## config.mk

```make
export PLATFORM = sky130hd
export DESIGN_NAME = turn_signal_ctrl
export DESIGN_NICKNAME = d
export VERILOG_FILES = /design/src/rtl/turn_signal_ctrl.sv
export SDC_FILE = /design/constraint.sdc
export NUM_CORES = 1
export LEC_CHECK = 0
export BUFFER_PORTS_ARGS = -buffer_cell sky130_fd_sc_hd__clkbuf_2
export CAP_MARGIN = 25
export CORE_MARGIN = 5
export CORE_UTILIZATION = 30
export DETAILED_ROUTE_END_ITERATION = 7
export HOLD_SLACK_MARGIN = 0.1
export PLACE_DENSITY = 0.51
export SETUP_SLACK_MARGIN = 0.05
export SKIP_LAST_GASP = 1
export SYNTH_ARGS = -nofsm -noshare
export SYNTH_HDL_FRONTEND = slang
export SYNTH_SLANG_ARGS = --single-unit
export TNS_END_PERCENT = 20
```

## constraint.sdc

```tcl
create_clock -name clock -period 3.4 [get_ports clock]
set_input_delay 0.68 -clock clock [delete_from_list [all_inputs] [get_ports clock]]
set_output_delay 0.68 -clock clock [all_outputs]
set_load 0.05 [all_outputs]
```

## src/rtl/turn_signal_ctrl.sv

```systemverilog
// Turn-signal controller: synchronizes raw switches, divides the clock into enable
// ticks and sequences an active-low command vector for a downstream lamp FSM.
module turn_signal_ctrl #(
    parameter int TICK_DIV     = 4,
    parameter int INIT_TICKS   = 2,
    parameter int CANCEL_TICKS = 12
) (
    input  logic       clock,
    input  logic       reset,
    input  logic       hazard_sw,
    input  logic       left_sw,
    input  logic       right_sw,
    output logic       enable,
    output logic [3:0] stimulus,
    output logic [2:0] mode
);

    typedef enum logic [2:0] {
        INIT   = 3'd0,
        IDLE   = 3'd1,
        LEFT   = 3'd2,
        RIGHT  = 3'd3,
        HAZARD = 3'd4,
        CLEAR  = 3'd5
    } state_t;

    localparam logic [15:0] TICK_LAST = 16'(TICK_DIV - 1);
    localparam logic [3:0]  INIT_LAST = 4'(INIT_TICKS - 1);
    localparam logic [7:0]  TURN_LAST = 8'(CANCEL_TICKS - 1);

    state_t      state, state_nxt, after, after_nxt;
    logic [2:0]  sync1, sync2, sync3;   // {hazard, left, right}
    logic [15:0] tick_cnt;
    logic [3:0]  init_cnt;
    logic [7:0]  turn_cnt;
    logic        pend_l, pend_r;
    logic        tick, hz, rise_l, rise_r, pl, pr;

    function automatic logic [3:0] stim_of(input state_t s);
        case (s)
            IDLE:    stim_of = 4'b1111;
            LEFT:    stim_of = 4'b0111;
            RIGHT:   stim_of = 4'b1110;
            HAZARD:  stim_of = 4'b1011;
            default: stim_of = 4'b1101;
        endcase
    endfunction

    assign tick   = (tick_cnt == TICK_LAST);
    assign enable = tick;
    assign mode   = state;
    assign hz     = sync2[2];
    assign rise_l = sync2[1] & ~sync3[1];
    assign rise_r = sync2[0] & ~sync3[0];
    // An edge arriving on the tick cycle itself still counts for that decision.
    assign pl     = pend_l | rise_l;
    assign pr     = pend_r | rise_r;

    always_comb begin
        state_nxt = state;
        after_nxt = after;
        if (tick) begin
            case (state)
                INIT:   if (init_cnt == INIT_LAST) state_nxt = IDLE;
                IDLE: begin
                    if (hz)             state_nxt = HAZARD;
                    else if (pl && !pr) state_nxt = LEFT;
                    else if (pr && !pl) state_nxt = RIGHT;
                end
                LEFT: begin
                    if (hz) state_nxt = HAZARD;
                    else if (pl || turn_cnt == TURN_LAST) begin
                        state_nxt = CLEAR;
                        after_nxt = IDLE;
                    end else if (pr) begin
                        state_nxt = CLEAR;
                        after_nxt = RIGHT;
                    end
                end
                RIGHT: begin
                    if (hz) state_nxt = HAZARD;
                    else if (pr || turn_cnt == TURN_LAST) begin
                        state_nxt = CLEAR;
                        after_nxt = IDLE;
                    end else if (pl) begin
                        state_nxt = CLEAR;
                        after_nxt = LEFT;
                    end
                end
                HAZARD: if (!hz) begin
                    state_nxt = CLEAR;
                    after_nxt = IDLE;
                end
                CLEAR:   state_nxt = hz ? HAZARD : after;
                default: state_nxt = INIT;
            endcase
        end
    end

    always_ff @(posedge clock) begin
        if (reset) begin
            sync1    <= '0;
            sync2    <= '0;
            sync3    <= '0;
            tick_cnt <= '0;
            pend_l   <= 1'b0;
            pend_r   <= 1'b0;
            state    <= INIT;
            after    <= IDLE;
            stimulus <= 4'b1101;
            init_cnt <= '0;
            turn_cnt <= '0;
        end else begin
            sync1    <= {hazard_sw, left_sw, right_sw};
            sync2    <= sync1;
            sync3    <= sync2;
            tick_cnt <= tick ? 16'd0 : tick_cnt + 16'd1;
            pend_l   <= tick ? 1'b0 : pl;
            pend_r   <= tick ? 1'b0 : pr;
            if (tick) begin
                state    <= state_nxt;
                after    <= after_nxt;
                stimulus <= stim_of(state_nxt);
                if (state == INIT && init_cnt != INIT_LAST)
                    init_cnt <= init_cnt + 4'd1;
                // Turn age restarts on every entry and saturates at the cancel point.
                if (state_nxt != state)
                    turn_cnt <= '0;
                else if ((state == LEFT || state == RIGHT) && turn_cnt != TURN_LAST)
                    turn_cnt <= turn_cnt + 8'd1;
            end
        end
    end

endmodule

```

==> run_results.csv <==
group,metric,value,unit
timing,setup-tns-final,0,ns
yosys,synth_compound_area_share,15.7,%
clock_network,path_clk_slew,0.10,ns
final_layout,area_delta_synth_final,11.1,%
yosys,avgSynthCellArea,8.68,um^2
timing,finalSetupViolations,0,
clock_network,hold_buffers,0,
global_routing,grt_pass1_wl,7980,um
setup_path,critPathLaunch,"tick_cnt[0]$_SDFF_PP0_",
yosys,synth_xor_area_share,7.32,%
place,globalplace.congestion,0.794,
timing,period_minus_slack,2.69,ns
timing,slew_headroom,50.2,%
power,p_per_area,395,nW/um^2
setup_path,crit_chain,"ha_1, nor4b_2, nand4_2, inv_2, clkbuf_2",
final_layout,antennaDiodeCount,0,
final_layout,num-fill-cells,765,
timing,fmax,0.372,GHz
timing,worst_pin_slew,0.747,ns
yosys,netlist.area_leader.share,41.4,%
clock_network,post_cts.repair.setup_buffers,0,
route,vias_per_cell,4.84,
yosys,synth_top_cell_by_area,"dfxtp_1",
route,wl,4500,um
route,first_iter_violations,47,
timing,slew_viol_final,0,
setup_path,critical_path_peak_fanout,9,
setup_path,reg2reg_to,"turn_cnt[7]$_SDFFE_PP0P_",
timing,finalHoldViolations,0,
yosys,synth.net_count,271,
clock_network,htree_levels,2,
yosys,synth-async-reset-ratio,0,%
clock_network,cts_buffer_depth,2,
die,die_y,97.1,um
setup_path,worst_path_max_delay_cell,"dfxtp_1",
yosys,synth_edf_count,0,
setup_path,endpoint_kind,"output port",
clock_network,cts_resized,0,
final_layout,fin_nets,282,
setup_path,ff2ff_path_depth,9,
route,drc,0,
global_routing,gr-total-overflow,0,
die,ioPinCount,13,
power,vdd_drop_max,0.165,mV
yosys,ys_seq_area_share,41.4,%
timing,fin_skew,0.0159,ns
yosys,syn_inst,262,
clock_network,cts_num_sinks,47,
final_layout,ff_latch_area,941,um^2
final_layout,multiInputGateArea,1260,um^2
yosys,synth_top_family_by_area,"simple AND/OR/NAND/NOR gates",
setup_path,cpLargestDelayFamily,"simple AND/OR/NAND/NOR gates",
setup_path,worst-path-buf-inv,2,
global_routing,grt.total_usage,9.90,%
die,core,7330,um^2
die,start_util,31.0,%
final_layout,final_cell_mix,"47 x dfxtp_1, 41 x nor2_1, 21 x nand2_1",
yosys,synthSimpleGateAreaFrac,28.4,%
power,leakagePower,0.866,nW
global_routing,grt_pass1_vias,1737,
final_layout,layout-drive-gt1-share,12.8,%
yosys,synth_fa_ha_area_share,2.20,%
place,io_buffers,12,
route,wire_per_inst,12.1,um
yosys,ys.flop_type,"dfxtp_1",
final_layout,utilization,34.5,%
clock_network,cts_tree,"built",
setup_path,worstSetupPathDepth,5,
final_layout,final_common_cell,"dfxtp_1",
die,rows,31,
die,dieArea,9420,um^2
setup_path,r2r_slack,1.07,ns
place,dp.final_hpwl,3250,um
route,detail-route-antenna-nets,0,
global_routing,grt_max_degree,23,
die,die_w,97.1,um
yosys,synth_cell_types,54,
timing,rsz0062_at_grt,"no",
clock_network,clock_latency,0.31,ns
run,drv_cap,0,
timing,fin_crit_sh,79.1,%
route,dr.pass1.iters,4,
yosys,ys_seq_elements,47,
yosys,synthMuxAreaShare,1.76,%
yosys,yosys_warnings,0,
setup_path,crit_end,"enable",
yosys,synthTopCellsByArea,"dfxtp_1 41%, nor2_1 6.8%, xor2_1 5.4%, nand2_1 3.5%, nor2b_1 2.8%",
setup_path,critPathArrivalTime,2.01,ns
hold_path,hold_path.class,"reg -> reg",
setup_path,worstSetupPathType,"reg -> out",
setup_path,cp-start-kind,"flip-flop",
setup_path,critPathMaxStageDelay,0.37,ns
setup_path,r2r-start,"tick_cnt[0]$_SDFF_PP0_",
clock_network,cts_buffers,5,
route,vias,1806,
clock_network,cts-root-buf,"clkbuf_8",
run_status,status,"completed",
setup_path,cp.required,2.72,ns
global_routing,antenna_found_initial,0,
yosys,syn-cell-area,2270,um^2
==> cell type report <==
class	count	share of cell area [%]
Inverter	9	1.34
Clock inverter	3	0.990
Timing Repair Buffer	14	2.97
Sequential cell	47	37.2
Tap cell	99	4.90
Clock buffer	5	2.72
Multi-Input combinational cell	196	49.9
==> worst register-to-register path, cell delays in order, from the launching register on <==
cell and delay [ns]:
dfxtp_1 0.37, ha_1 0.25, nor4b_2 0.26, nand4_2 0.29, buf_4 0.28, nor2_1 0.19
and2_1 0.15, a2bb2oi_1 0.07, a21oi_1 0.18, mux2i_1 0.20
==> power by group <==
part           leakage (nW)  total [W]  internal [W]  switching (W)
registers             0.381   0.000571      0.000561     0.00000906
logic                 0.441  0.0000826     0.0000301      0.0000525
clock network        0.0443   0.000345      0.000147       0.000198
total                 0.866   0.000998      0.000739       0.000259
==> flip-flops by register name (all words and copies together), names as in the netlist <==
name,count
tick_cnt,16
turn_cnt,8
init_cnt,4
stimulus,4
mode,3
sync1,3
sync2,3
after,2
sync3,2
pend_l,1
pend_r,1
==> kinds of logic after synthesis <==
logic type      after synthesis
flops                        47
mux                           4
xor+xnor                     19
compound gates               47
buf+inv                      19
simple gates                122
fa+ha+maj                     4
==> per-stage QoR <==
step | setup slack, ns | area (um^2) | total power, W | hold WS, ns | std cells
5_1_grt | 0.558 | 2530 | 0.00105 | 0.463 | 373
3_5_place_dp | 1.05 | 2430 | 0.000666 | 0.432 | 365
2_1_floorplan | 1.32 | 2270 | 0.000647 | 0.414 | 262
6_report | 0.711 | 2530 | 0.000998 | 0.444 | 373
3_3_place_gp | 1.10 | 2430 | 0.000667 | 0.432 | 365
4_1_cts | 0.695 | 2530 | 0.00102 | 0.451 | 373
==> how the worst min path moves through the flow <==
stage / start / depth (start not counted) / to
6_report: sync1[0]$_SDFF_PP0_ / 1 / sync2[0]$_SDFF_PP0_
3_3_place_gp: tick_cnt[0]$_SDFF_PP0_ / 1 / tick_cnt[0]$_SDFF_PP0_
3_5_place_dp: sync1[1]$_SDFF_PP0_ / 1 / sync2[1]$_SDFF_PP0_
2_1_floorplan: sync1[0]$_SDFF_PP0_ / 1 / sync2[0]$_SDFF_PP0_
4_1_cts: after[1]$_SDFFE_PP0P_ / 2 / after[1]$_SDFFE_PP0P_
5_1_grt: sync1[1]$_SDFF_PP0_ / 1 / sync2[1]$_SDFF_PP0_
==> metal layers <==
metal / global-route usage (%) / wire (um) / vias up
met5: 0 / 0 / -
met4: 3.56 / 45 / 0
met3: 2.44 / 126 / 4
met2: 15.1 / 2000 / 21
met1: 13.5 / 2320 / 852
li1: - / - / 929
==> Yosys cell counts, types with 2 or more instances <==
master / count
dfxtp_1: 47
nor2_1: 41
nand2_1: 21
xor2_1: 14
nor2b_1: 10
nand3_1: 9
a21oi_1: 8
inv_1: 8
o21ai_0: 8
clkbuf_1: 7
nand2b_1: 7
nand4_1: 7
o211ai_1: 6
xnor2_1: 5
ha_1: 4
mux2i_1: 4
or3_1: 4
a31oi_1: 3
and2_1: 3
and3_1: 3
nor3_1: 3
a211oi_1: 2
buf_2: 2
nor4_1: 2
o21a_1: 2
o21ai_1: 2
o22ai_1: 2
o32ai_1: 2
No activity file was read; power rests on OpenSTA's default activity.
